## config.mk

```make
export PLATFORM = sky130hd
export DESIGN_NAME = mem_access_unit
export DESIGN_NICKNAME = d
export VERILOG_FILES = /design/src/rtl/mem_access_unit.sv
export SDC_FILE = /design/constraint.sdc
export NUM_CORES = 1
export LEC_CHECK = 0
export ABC_AREA = 1
export CORE_ASPECT_RATIO = 0.5
export CORE_MARGIN = 5
export CORE_UTILIZATION = 30
export DETAILED_ROUTE_END_ITERATION = 8
export DONT_BUFFER_PORTS = 1
export GPL_TIMING_DRIVEN = 1
export PLACE_DENSITY_LB_ADDON = 0.12
export REMOVE_ABC_BUFFERS = 1
export SLEW_MARGIN = 25
export SYNTH_ARGS = -nofsm -noshare
export SYNTH_HDL_FRONTEND = slang
export SYNTH_SLANG_ARGS = --single-unit
```

## constraint.sdc

```tcl
create_clock -name Clock -period 3.9 [get_ports Clock]
set_clock_uncertainty 0.05 [all_clocks]
set_input_delay 0.195 -clock Clock [delete_from_list [all_inputs] [get_ports Clock]]
set_output_delay 0.195 -clock Clock [all_outputs]
set_load 0.02 [all_outputs]
```

## src/rtl/mem_access_unit.sv

```systemverilog
// mem_access_unit: load/store front-end between EX and a word-wide data memory.
// Handles LW/LH/LHU/LB/LBU/SW/SH/SB with little-endian lanes, sign/zero
// extension on loads and read-modify-write for sub-word stores.
// Optional feature macro: MAU_ALIGN_CHECK_EN
//   defined   -> misaligned requests complete immediately with resp_err=1
//   undefined -> resp_err tied low, latched address is force-aligned instead
module mem_access_unit (
  input  logic        Clock,
  input  logic        Reset,
  input  logic        req_valid,
  output logic        req_ready,
  input  logic [2:0]  req_op,
  input  logic [31:0] req_addr,
  input  logic [31:0] req_wdata,
  output logic        resp_done,
  output logic [31:0] resp_rdata,
  output logic        resp_err,
  output logic [31:0] mem_addr,
  output logic [31:0] mem_datain,
  output logic        mem_ReadWrite,
  input  logic [31:0] mem_dataout
);

  localparam logic [2:0] OP_LW  = 3'b000;
  localparam logic [2:0] OP_LH  = 3'b001;
  localparam logic [2:0] OP_LHU = 3'b010;
  localparam logic [2:0] OP_LB  = 3'b011;
  localparam logic [2:0] OP_LBU = 3'b100;
  localparam logic [2:0] OP_SW  = 3'b101;
  localparam logic [2:0] OP_SH  = 3'b110;
  localparam logic [2:0] OP_SB  = 3'b111;

  typedef enum logic [1:0] {
    IDLE = 2'd0,
    RD   = 2'd1,
    WR   = 2'd2,
    RESP = 2'd3
  } state_t;

  state_t      state;
  logic [2:0]  lat_op;
  logic [31:0] lat_addr;
  logic [31:0] lat_wdata;
  logic [31:0] rd_word;

  logic [31:0] addr_in;
  logic        req_misaligned;
  logic        lat_is_load;
  logic [7:0]  sel_byte;
  logic [15:0] sel_half;
  logic [31:0] load_result;
  logic [31:0] merged_word;

`ifdef MAU_ALIGN_CHECK_EN
  logic err_q;

  // A request is misaligned when its address is not a multiple of its access size
  function automatic logic misaligned(input logic [2:0] op, input logic [1:0] a);
    logic m;
    m = 1'b0;
    case (op)
      OP_LW, OP_SW:         m = (a != 2'b00);
      OP_LH, OP_LHU, OP_SH: m = a[0];
      default:              m = 1'b0;
    endcase
    return m;
  endfunction

  assign req_misaligned = misaligned(req_op, req_addr[1:0]);
  assign addr_in        = req_addr;
  assign resp_err       = err_q;
`else
  // Without the check, low address bits that would misalign the access are dropped
  function automatic logic [31:0] force_align(input logic [2:0] op, input logic [31:0] a);
    logic [31:0] r;
    r = a;
    case (op)
      OP_LW, OP_SW:         r[1:0] = 2'b00;
      OP_LH, OP_LHU, OP_SH: r[0]   = 1'b0;
      default:              r      = a;
    endcase
    return r;
  endfunction

  assign req_misaligned = 1'b0;
  assign addr_in        = force_align(req_op, req_addr);
  assign resp_err       = 1'b0;
`endif

  assign req_ready     = (state == IDLE);
  assign mem_addr      = {lat_addr[31:2], 2'b00};
  assign mem_ReadWrite = (state == WR) & ~Reset;
  assign mem_datain    = (state == WR) ? merged_word : 32'h0;
  assign lat_is_load   = (lat_op <= OP_LBU);

  // Extract the load result from the word being captured into rd_word this cycle
  always_comb begin
    sel_byte    = mem_dataout[{lat_addr[1:0], 3'b000} +: 8];
    sel_half    = mem_dataout[{lat_addr[1], 4'b0000} +: 16];
    load_result = 32'h0;
    case (lat_op)
      OP_LW:   load_result = mem_dataout;
      OP_LH:   load_result = {{16{sel_half[15]}}, sel_half};
      OP_LHU:  load_result = {16'h0, sel_half};
      OP_LB:   load_result = {{24{sel_byte[7]}}, sel_byte};
      OP_LBU:  load_result = {24'h0, sel_byte};
      default: load_result = 32'h0;
    endcase
  end

  // Build the write word: full store data for SW, otherwise merge into the word read in RD
  always_comb begin
    merged_word = rd_word;
    case (lat_op)
      OP_SW:   merged_word = lat_wdata;
      OP_SH:   merged_word[{lat_addr[1], 4'b0000} +: 16] = lat_wdata[15:0];
      OP_SB:   merged_word[{lat_addr[1:0], 3'b000} +: 8] = lat_wdata[7:0];
      default: merged_word = rd_word;
    endcase
  end

  // Request sequencer: IDLE -> (RD) -> (WR) -> RESP -> IDLE, with registered response
  always_ff @(posedge Clock) begin
    if (Reset) begin
      state      <= IDLE;
      lat_op     <= OP_LW;
      lat_addr   <= 32'h0;
      lat_wdata  <= 32'h0;
      rd_word    <= 32'h0;
      resp_done  <= 1'b0;
      resp_rdata <= 32'h0;
`ifdef MAU_ALIGN_CHECK_EN
      err_q      <= 1'b0;
`endif
    end else begin
      resp_done <= 1'b0;
      case (state)
        IDLE: begin
          if (req_valid) begin
            lat_op     <= req_op;
            lat_addr   <= addr_in;
            lat_wdata  <= req_wdata;
            resp_rdata <= 32'h0;
            if (req_misaligned) begin
`ifdef MAU_ALIGN_CHECK_EN
              err_q <= 1'b1;
`endif
              resp_done <= 1'b1;
              state     <= RESP;
            end else if (req_op == OP_SW) begin
              state <= WR;
            end else begin
              state <= RD;
            end
          end
        end
        RD: begin
          rd_word <= mem_dataout;
          if (lat_is_load) begin
            resp_rdata <= load_result;
            resp_done  <= 1'b1;
            state      <= RESP;
          end else begin
            state <= WR;
          end
        end
        WR: begin
          resp_rdata <= 32'h0;
          resp_done  <= 1'b1;
          state      <= RESP;
        end
        RESP: begin
          resp_rdata <= 32'h0;
`ifdef MAU_ALIGN_CHECK_EN
          err_q      <= 1'b0;
`endif
          state      <= IDLE;
        end
        default: state <= IDLE;
      endcase
    end
  end

endmodule

```

==> flow_summary.json <==
{
  "dpl.hpwl_mm": 19.02,
  "path_clk_slew_ps": 60,
  "final_cell_mix": "nand2_1 (342), dfxtp_1 (134), a21oi_1 (111)",
  "start_util": 0.3015,
  "top_usage_layer": "met2",
  "min_period_over_period": 0.7451,
  "regArea_um2": 2683,
  "cp_num_buf_inv": 3,
  "cts_buffer_depth": 2,
  "tightestPinTransition_ps": 958.6,
  "ys_types": 30,
  "io_buffers": 0,
  "die_area_um2": 28570,
  "hold_depth": 2,
  "fp-row-count": 41,
  "maxSlewViolCount": 0,
  "synth_flop_cell": "dfxtp_1",
  "die_x_um": 234.1,
  "grt_pass1_vias": 7342,
  "multi_input_area_um2": 3872,
  "met3_usage": 0.04448,
  "layout.nets": 1298,
  "dr.pass1.iters": 5,
  "wl_per_cell_um": 17.79,
  "design_area_um2": 9179,
  "viasPerCell": 4.994,
  "critical_path.top_delay_family": "buffers and inverters",
  "place_inst": 1413,
  "grt_pass1_wl_mm": 42.75,
  "drc": 0,
  "status": "finished clean",
  "die_h_um": 122.0,
  "ys_seq_area_frac": 0.3561,
  "overflow": 0,
  "peakVddDrop_uv": 231.1,
  "slowest_stage": "inv_2",
  "hold_viol": 0,
  "final_common_cell": "nand2_1",
  "setup_tns_ps": 0,
  "gp_congestion": 0.8347,
  "n_fill_cell": 2712,
  "worstHoldPathType": "input pin to flip-flop",
  "critical_path_cell_count": 7,
  "ant_nets": 0,
  "critPathCaptureType": "flip-flop",
  "p_leak_nw": 3.676,
  "grt_max_degree": 135,
  "cts_buffers": 17,
  "track_usage": 0.1931,
  "io_pins": 202,
  "syn_avg_cell_area_um2": 6.527,
  "synth-edff-count": 0,
  "setup_viol": 0,
  "cp-start-kind": "flip-flop",
  "clock.fmax_mhz": 344.1,
  "reg2reg_depth": 7,
  "clock-sinks": 134,
  "critPathRequiredTime_ps": 4210,
  "fin_crit_ps": 2906,
  "clock_latency_ps": 430,
  "cp_cell_sequence": "inv_1 -> ha_1 -> nand2_4 -> inv_2 -> nand3_1 -> dlygate4sd3_1 -> a31oi_1",
  "dpl_cell_area_um2": 7559,
  "cts_tree": "yes",
  "synth_cells": 1154,
  "syn_to_final_growth_pct": 21.86,
  "core_um2": 24980,
  "vias": 7721,
  "h-tree-depth": 4,
  "postLayoutCoreUtil": 0.3674,
  "rsz0062_at_grt": "no",
  "antenna_found_initial": 1,
  "cts-root-buf": "clkbuf_16",
  "met2_usage": 0.2889,
  "arrival_ps": 3220,
  "totalWireLength_mm": 27.50,
  "drive_gt1_frac": 0.06328,
  "cpPeakStageDelay_ps": 780,
  "synth-async-reset-ratio": 0,
  "max_cap_violations": 0,
  "met1_usage": 0.2746,
  "instances_no_fill": 1546,
  "path_class": "flip-flop to flip-flop",
  "synth-warning-count": 0,
  "drtIter0Drc": 574,
  "yosys_register_bits": 134,
  "cellPowerDensity_nw_per_um2": 450.2,
  "relSlewSlack": 0.3570,
  "cp_max_fo": 47,
  "netlist_area_um2": 7532
}
==> worst reg2reg max path: cells and delay by family, from the launching register on <==
kind                     cells  cell delay, ps
AO/OA/AOI/OAI                1             110
adder cells (fa/ha/maj)      1             360
flip-flops                   1             330
buffers and inverters        3            1480
AND/OR/NAND/NOR              2             500
==> layout make-up <==
class,count,share of cell area
multi-input cells,810,0.4219
inverters,98,0.04035
clock inverters,13,0.01704
well taps,344,0.04689
repair buffers,127,0.1330
flip-flops and latches,134,0.2923
clock buffers,19,0.04826
diodes,1,0.0002726
==> report_power, final <==
part | internal, mW | leakage, nW | total (mW) | switching, mW
sequential | 1.50 | 1.10 | 1.66 | 0.165
clock | 1.02 | 0.292 | 1.65 | 0.637
combinational | 0.277 | 2.29 | 0.818 | 0.541
==> logic make-up after synthesis <==
family | count (synthesis) | share of synthesized area
simple gates | 514 | 0.2759
compound gates | 285 | 0.2213
buf+inv | 212 | 0.1329
flops | 134 | 0.3561
fa+ha+maj | 8 | 0.01329
other cells | 1 | 0.0004979
==> metal layers <==
| layer | wire [µm] | part of all wire | up-vias |
|---|---|---|---|
| met2 | 11910 | 0.43 | 208 |
| met4 | 454 | 0.017 | 0 |
| met5 | 0 | 0 | - |
| li1 | - | - | 3851 |
| met3 | 1503 | 0.055 | 28 |
| met1 | 13640 | 0.50 | 3634 |
==> path summary, 6_finish.rpt <==
check,startpoint,endpoint,slack (ps)
max,state[0],state[1],990
min,req_addr[1],lat_addr[1],20
max reg2reg,state[0],state[1],990
min reg2reg,lat_wdata[20],lat_wdata[20],420
==> stage by stage <==
stage	power (mW)	worst slack (ps)	hold WS, ps
final	4.133	994.0	17.91
after detailed placement	2.393	1480	230.2
after global routing	4.372	768.5	27.74
after global placement	2.384	1506	229.5
after floorplan	2.154	303.2	214.1
after CTS	4.199	957.8	9.724
==> cell usage after synthesis (2+ instances only) <==
library cell	instances	share of area
inv_2	5	0.0025
o21ai_2	2	0.0023
o21ai_1	12	0.0080
nand2_1	343	0.17
buf_1	4	0.0020
nor3_2	2	0.0027
nor2_1	71	0.035
buf_2	21	0.014
o31ai_1	3	0.0030
inv_1	91	0.045
buf_6	3	0.0045
a31oi_1	25	0.021
o211ai_1	19	0.019
a211oi_1	51	0.051
buf_4	41	0.041
nand3_1	94	0.062
a21oi_1	111	0.074
dfxtp_1	134	0.36
o21ai_0	60	0.040
clkbuf_1	45	0.022
ha_1	8	0.013
==> state kept, by name (all words and copies together), names as in the netlist <==
| signal | flops |
|---|---|
| lat_addr | 32 |
| lat_op | 3 |
| state | 2 |
| rd_word | 32 |
| lat_wdata | 32 |
| resp_done | 1 |
| resp_rdata | 32 |
==> repair_timing <==
action,in CTS,in global routing
hold endpoints to repair,134,0
setup buffers,0,0
hold buffers,100,0
gates resized for setup,0,0
setup endpoints to repair,0,0
No activity file was read; power rests on OpenSTA's default activity.
